===== config.mk =====
export PLATFORM = sky130hd
export DESIGN_NAME = pipeline_ctrl
export DESIGN_NICKNAME = d
export VERILOG_FILES = /design/src/rtl/pipeline_ctrl.sv
export SDC_FILE = /design/constraint.sdc
export NUM_CORES = 1
export LEC_CHECK = 0
export ABC_AREA = 1
export ABC_CLOCK_PERIOD_IN_PS = 2870
export BUFFER_PORTS_ARGS = -buffer_cell sky130_fd_sc_hd__buf_2
export CAP_MARGIN = 20
export CORE_UTILIZATION = 55
export CTS_CLUSTER_DIAMETER = 80
export DETAILED_ROUTE_END_ITERATION = 7
export GPL_TIMING_DRIVEN = 0
export PLACE_DENSITY = 0.9
export SLEW_MARGIN = 30
export SYNTH_ARGS = -nofsm -noshare
export SYNTH_HDL_FRONTEND = slang
export SYNTH_SLANG_ARGS = --single-unit

===== constraint.sdc =====
create_clock -name clock__i -period 2.87 [get_ports clock__i]
set_input_delay 0 -clock clock__i [delete_from_list [all_inputs] [get_ports clock__i]]
set_output_delay 0 -clock clock__i [all_outputs]
set_load 0.005 [all_outputs]

===== src/rtl/pipeline_ctrl.sv =====
// Stall/flush sequencer for the 5-stage MIPS pipeline: load-use interlock,
// taken-branch squash, data-memory wait states and memory-timeout detection.
module pipeline_ctrl #(
    parameter int unsigned MEM_TIMEOUT = 15
) (
    input  logic        clock__i,
    input  logic        reset_n__i,
    input  logic [4:0]  IFID_Rs__i,
    input  logic [4:0]  IFID_Rt__i,
    input  logic        IFID_UsesRt__i,
    input  logic        IDEX_MemRead__i,
    input  logic [4:0]  IDEX_Rt__i,
    input  logic        BranchTaken__i,
    input  logic        EXMEM_MemRead__i,
    input  logic        EXMEM_MemWrite__i,
    input  logic        DMemAck__i,
    output logic        DMemReq__o,
    output logic        PCEn__o,
    output logic        IFIDEn__o,
    output logic        IDEXEn__o,
    output logic        EXMEMEn__o,
    output logic        MEMWBEn__o,
    output logic        IFIDFlush__o,
    output logic        IDEXFlush__o,
    output logic        MEMWBFlush__o,
    output logic        MemTimeout__o,
    output logic [15:0] StallCycles__o
);

    localparam int unsigned CNT_W = $clog2(MEM_TIMEOUT + 1);
    localparam logic [CNT_W-1:0] CNT_LIMIT = CNT_W'(MEM_TIMEOUT);
    localparam logic [CNT_W-1:0] CNT_ONE   = CNT_W'(1);
    localparam logic [CNT_W-1:0] CNT_ZERO  = CNT_W'(0);

    typedef enum logic [1:0] {
        RUN      = 2'd0,
        MEM_WAIT = 2'd1,
        ERROR    = 2'd2
    } state_t;

    state_t            state_r;
    state_t            state_next_s;
    logic [CNT_W-1:0]  wait_cnt_r;
    logic [CNT_W-1:0]  wait_cnt_next_s;
    logic [15:0]       stall_cnt_r;

    logic mem_s;
    logic ack_s;
    logic lu_s;
    logic req_s;
    logic advance_s;
    logic freeze_s;
    logic stall_inc_s;

    logic pc_en_s;
    logic ifid_en_s;
    logic idex_en_s;
    logic exmem_en_s;
    logic memwb_en_s;
    logic ifid_flush_s;
    logic idex_flush_s;
    logic memwb_flush_s;

    assign mem_s = EXMEM_MemRead__i | EXMEM_MemWrite__i;
    // An acknowledge only counts while a request is actually outstanding.
    assign ack_s = DMemAck__i & mem_s;

    assign lu_s = IDEX_MemRead__i & (IDEX_Rt__i != 5'd0) &
                  ((IDEX_Rt__i == IFID_Rs__i) |
                   (IFID_UsesRt__i & (IDEX_Rt__i == IFID_Rt__i)));

    // Next state, wait counter and advance/freeze classification of the cycle.
    always_comb begin
        state_next_s    = state_r;
        wait_cnt_next_s = wait_cnt_r;
        advance_s       = 1'b0;
        freeze_s        = 1'b0;
        req_s           = 1'b0;
        case (state_r)
            RUN: begin
                req_s = mem_s;
                if (mem_s & ~ack_s) begin
                    freeze_s        = 1'b1;
                    state_next_s    = MEM_WAIT;
                    wait_cnt_next_s = CNT_ONE;
                end else begin
                    advance_s       = 1'b1;
                    wait_cnt_next_s = CNT_ZERO;
                end
            end
            MEM_WAIT: begin
                req_s = mem_s;
                if (ack_s) begin
                    advance_s       = 1'b1;
                    state_next_s    = RUN;
                    wait_cnt_next_s = CNT_ZERO;
                end else begin
                    freeze_s = 1'b1;
                    // An ack in the cycle where the counter hits the limit is still taken.
                    if (wait_cnt_r == CNT_LIMIT) begin
                        state_next_s = ERROR;
                    end else begin
                        wait_cnt_next_s = wait_cnt_r + CNT_ONE;
                    end
                end
            end
            ERROR: begin
                state_next_s = ERROR;
            end
            default: begin
                state_next_s    = RUN;
                wait_cnt_next_s = CNT_ZERO;
            end
        endcase
    end

    // Register enables and bubble controls for the advance and freeze cases.
    always_comb begin
        pc_en_s       = 1'b0;
        ifid_en_s     = 1'b0;
        idex_en_s     = 1'b0;
        exmem_en_s    = 1'b0;
        memwb_en_s    = 1'b0;
        ifid_flush_s  = 1'b0;
        idex_flush_s  = 1'b0;
        memwb_flush_s = 1'b0;
        if (advance_s) begin
            if (BranchTaken__i) begin
                // The ID instruction is squashed, so a pending load-use is moot.
                pc_en_s      = 1'b1;
                ifid_en_s    = 1'b1;
                idex_en_s    = 1'b1;
                exmem_en_s   = 1'b1;
                memwb_en_s   = 1'b1;
                ifid_flush_s = 1'b1;
                idex_flush_s = 1'b1;
            end else if (lu_s) begin
                idex_en_s    = 1'b1;
                exmem_en_s   = 1'b1;
                memwb_en_s   = 1'b1;
                idex_flush_s = 1'b1;
            end else begin
                pc_en_s    = 1'b1;
                ifid_en_s  = 1'b1;
                idex_en_s  = 1'b1;
                exmem_en_s = 1'b1;
                memwb_en_s = 1'b1;
            end
        end else if (freeze_s) begin
            memwb_en_s    = 1'b1;
            memwb_flush_s = 1'b1;
        end else begin
            memwb_en_s    = 1'b0;
            memwb_flush_s = 1'b0;
        end
    end

    assign stall_inc_s = freeze_s | (advance_s & ~BranchTaken__i & lu_s);

    // State register and memory wait counter.
    always_ff @(posedge clock__i or negedge reset_n__i) begin
        if (!reset_n__i) begin
            state_r    <= RUN;
            wait_cnt_r <= CNT_ZERO;
        end else begin
            state_r    <= state_next_s;
            wait_cnt_r <= wait_cnt_next_s;
        end
    end

    // Saturating stalled-cycle counter.
    always_ff @(posedge clock__i or negedge reset_n__i) begin
        if (!reset_n__i) begin
            stall_cnt_r <= 16'd0;
        end else if (stall_inc_s && (stall_cnt_r != 16'hFFFF)) begin
            stall_cnt_r <= stall_cnt_r + 16'd1;
        end else begin
            stall_cnt_r <= stall_cnt_r;
        end
    end

    // Reset forces every control output low immediately, independent of the clock.
    assign DMemReq__o     = req_s         & reset_n__i;
    assign PCEn__o        = pc_en_s       & reset_n__i;
    assign IFIDEn__o      = ifid_en_s     & reset_n__i;
    assign IDEXEn__o      = idex_en_s     & reset_n__i;
    assign EXMEMEn__o     = exmem_en_s    & reset_n__i;
    assign MEMWBEn__o     = memwb_en_s    & reset_n__i;
    assign IFIDFlush__o   = ifid_flush_s  & reset_n__i;
    assign IDEXFlush__o   = idex_flush_s  & reset_n__i;
    assign MEMWBFlush__o  = memwb_flush_s & reset_n__i;
    assign MemTimeout__o  = (state_r == ERROR) & reset_n__i;
    assign StallCycles__o = stall_cnt_r;

endmodule


==> flow_summary.yaml <==
pwr:
  pwr-share-seq_pct: 42.4
  leakagePower_nw: 1.15
  p_sw_mw: 0.320
  powerDensity_nw_per_um2: 484
  internal_power_mw: 0.629
  ir_drop_mv: 0.600
  p_sw_share_pct: 33.7
  clockPowerShare_pct: 25.0
  power_frac_comb_pct: 32.6
  power_mw: 0.949
finish:
  n_antenna_cell: 0
  utilization_pct: 70.5
  stdcell_area_um2: 1960
  nNetsFinal: 328
  syn2layout_area_growth_pct: 21.1
  drive_above_1_share_pct: 22.8
timing:
  hold_slack_ps: 39.7
  finalSetupTns_ps: 0
  worstMarginPinSlew_ps: 517
  slew-limit-headroom_pct: 65.5
  finalSetupViolCount: 0
  rsz0062_at_grt: "no"
  finalCritPeriodShare_pct: 60.0
  fin_crit_ps: 1720
  drv_slew: 0
  max_freq_mhz: 581
  hold_viol: 0
  finalClockSkew_ps: 7.43
clock_tree:
  numCtsBuffers: 3
  postCtsResizedCells: 0
  root_buffer: "clkbuf_4"
  clk_latency_ps: 310
  clock_path_buffers: 2
  cts-htree-levels: 1
  clk_pin_slew_worst_paths_ps: 130
  cts_tree: "yes"
  postCtsSetupBuffers: 0
  cts_sinks: 22
yosys:
  synth_cells: 249
  synthesis.nets: 274
  avgSynthCellArea_um2: 6.51
  ys_seq_elements: 22
  netlist-cell-type-count: 24
  yosysSeqAreaShare_pct: 34.0
  netlist_area_um2: 1620
  yosys_warnings: 0
setup_path:
  worst-path-buf-inv: 0
  path_common_cell: "nand2_1"
  startpoint_type: "register"
  crit_path_end_kind: "register"
  max_stage_delay_ps: 440
  critPathTopFamily: "simple AND/OR/NAND/NOR gates"
  critPathMaxFanout: 5
  cp_data_required_time_ps: 3080
  rr_startpoint: "StallCycles__o[0]"
  slowest_stage: "dfrtp_1"
  arrival_ps: 1930
  critical_path.startpoint: "StallCycles__o[0]"
  crit_type: "reg2reg"
  crit_chain: "ha_1, nand2_1, nor2_4, nand3_2, nor4_1, nand2_1, nand2_1, nand2_1"
global_routing:
  grt_util_all_layers_pct: 24.7
  antenna_found_initial: 0
  grt_pass1_wl_um: 6330
  grt_pass1_vias: 1555
  overflow: 0
  grt_max_degree: 25
route:
  antenna_left: 0
  wl_per_cell_um: 10.3
  drcViolationCount: 0
  dr_total_vias: 1686
  first_iter_violations: 74
  via_per_inst: 5.06
  wl_um: 3420
  dr.pass1.iters: 4
die:
  dieHeight_um: 56.3
  die_w_um: 56.3
  num_rows: 19
  start_util_pct: 58.3
  dieArea_um2: 3170
  core_area_um2: 2780
  ios: 49
place:
  hpwlAfterDp_um: 2700
  post_dp_cell_area_um2: 1900
  gp_congestion: 0.854
  numPortBuffers: 48
outcome:
  outcome: "finished clean"
min_path:
  hold_path.class: "in2reg"
  min_from: "DMemAck__i"
job:
  cap_violations: 0
state kept, by name, indices dropped and copies added (netlist names):
name            cells
state_r             2
wait_cnt_r          4
StallCycles__o     16
layer usage:
metal / vias to the layer above / track usage (%) / part of all wire [%]
li1: 874 / - / -
met1: 761 / 32.9 / 44
met2: 47 / 41.8 / 49
met3: 4 / 3.92 / 5.9
met4: 0 / 6.97 / 0.88
met5: - / 0 / 0
cells in the final DEF, fill, tap and decap left out, types with 3 or more instances in the layout:
master	count
inv_2	3
nand4_1	4
o21ai_0	5
inv_1	39
buf_2	48
nand2_1	92
nand3_1	23
nor2_1	25
nor2_4	3
clkbuf_4	3
dfrtp_1	22
a21oi_1	4
xor2_1	6
nor3_1	4
cell usage after synthesis:
| cell type | instances | share of area [%] |
|---|---|---|
| a21oi_1 | 4 | 1.2 |
| dfrtp_1 | 22 | 34 |
| a31oi_1 | 1 | 0.39 |
| nor4_1 | 1 | 0.39 |
| buf_4 | 2 | 0.93 |
| nor3_4 | 1 | 1.0 |
| nor3_1 | 4 | 1.2 |
| ha_1 | 2 | 1.5 |
| nand3_2 | 2 | 1.2 |
| nand2_4 | 2 | 1.4 |
| buf_6 | 2 | 1.4 |
| nor2_1 | 25 | 5.8 |
| inv_2 | 3 | 0.69 |
| nor3b_1 | 1 | 0.46 |
| xor2_1 | 6 | 3.2 |
| nor2_2 | 2 | 0.77 |
| o21ai_0 | 5 | 1.5 |
| xnor2_1 | 2 | 1.1 |
| nand3_1 | 23 | 7.1 |
| inv_1 | 39 | 9.0 |
| nand4_1 | 4 | 1.5 |
| nor2_4 | 3 | 2.1 |
| a32o_1 | 1 | 0.62 |
| nand2_1 | 92 | 21 |
worst min-delay path: stages:
cell and delay [ps]:
buf_2 100, nor2_1 50, nand2_1 90, o21ai_0 90
final timing paths:
path	slack [ps]	to	depth (start not counted)
max	1150	StallCycles__o[14]	8
min	40	state_r[0]	4
max reg2reg	1150	StallCycles__o[14]	8
min reg2reg	520	StallCycles__o[8]	2
max in group asynchronous	2330	StallCycles__o[15]	2
min in group asynchronous	190	StallCycles__o[4]	2
area by class of cell:
class / instances / area (µm²)
Buffer: 4 / 37.5
Clock buffer: 3 / 22.5
Clock inverter: 1 / 30.0
Fill cell: 256 / 820
Inverter: 42 / 158
Multi-Input combinational cell: 181 / 875
Sequential cell: 22 / 551
Tap cell: 31 / 38.8
Timing Repair Buffer: 49 / 250
logic make-up after synthesis:
logic type               synth area share, %
XOR/XNOR                                4.32
AO/OA/AOI/OAI                           3.78
adder cells (fa/ha/maj)                 1.54
AND/OR/NAND/NOR                         44.3
flip-flops                              34.0
buffers and inverters                   12.0
power by group through the flow:
stage | Combinational, mW | Clock, mW | Sequential [mW]
6_report | 0.310 | 0.237 | 0.403
5_1_grt | 0.353 | 0.255 | 0.411
4_1_cts | 0.314 | 0.242 | 0.403
3_5_place_dp | 0.311 | 0 | 0.409
3_3_place_gp | 0.298 | 0 | 0.406
2_1_floorplan | 0.198 | 0 | 0.404
per-stage QoR:
step | instances | setup slack (ps)
finish | 333 | 1150
global route | 333 | 978
CTS | 333 | 1150
detailed placement | 328 | 1180
global placement | 328 | 1240
floorplan | 249 | 1370
timing repair:
item                       4_1_cts  5_1_grt
hold endpoints to repair        22        0
hold buffers                     1        0
setup endpoints to repair        0        0
Power figures use the tool's default switching activity.
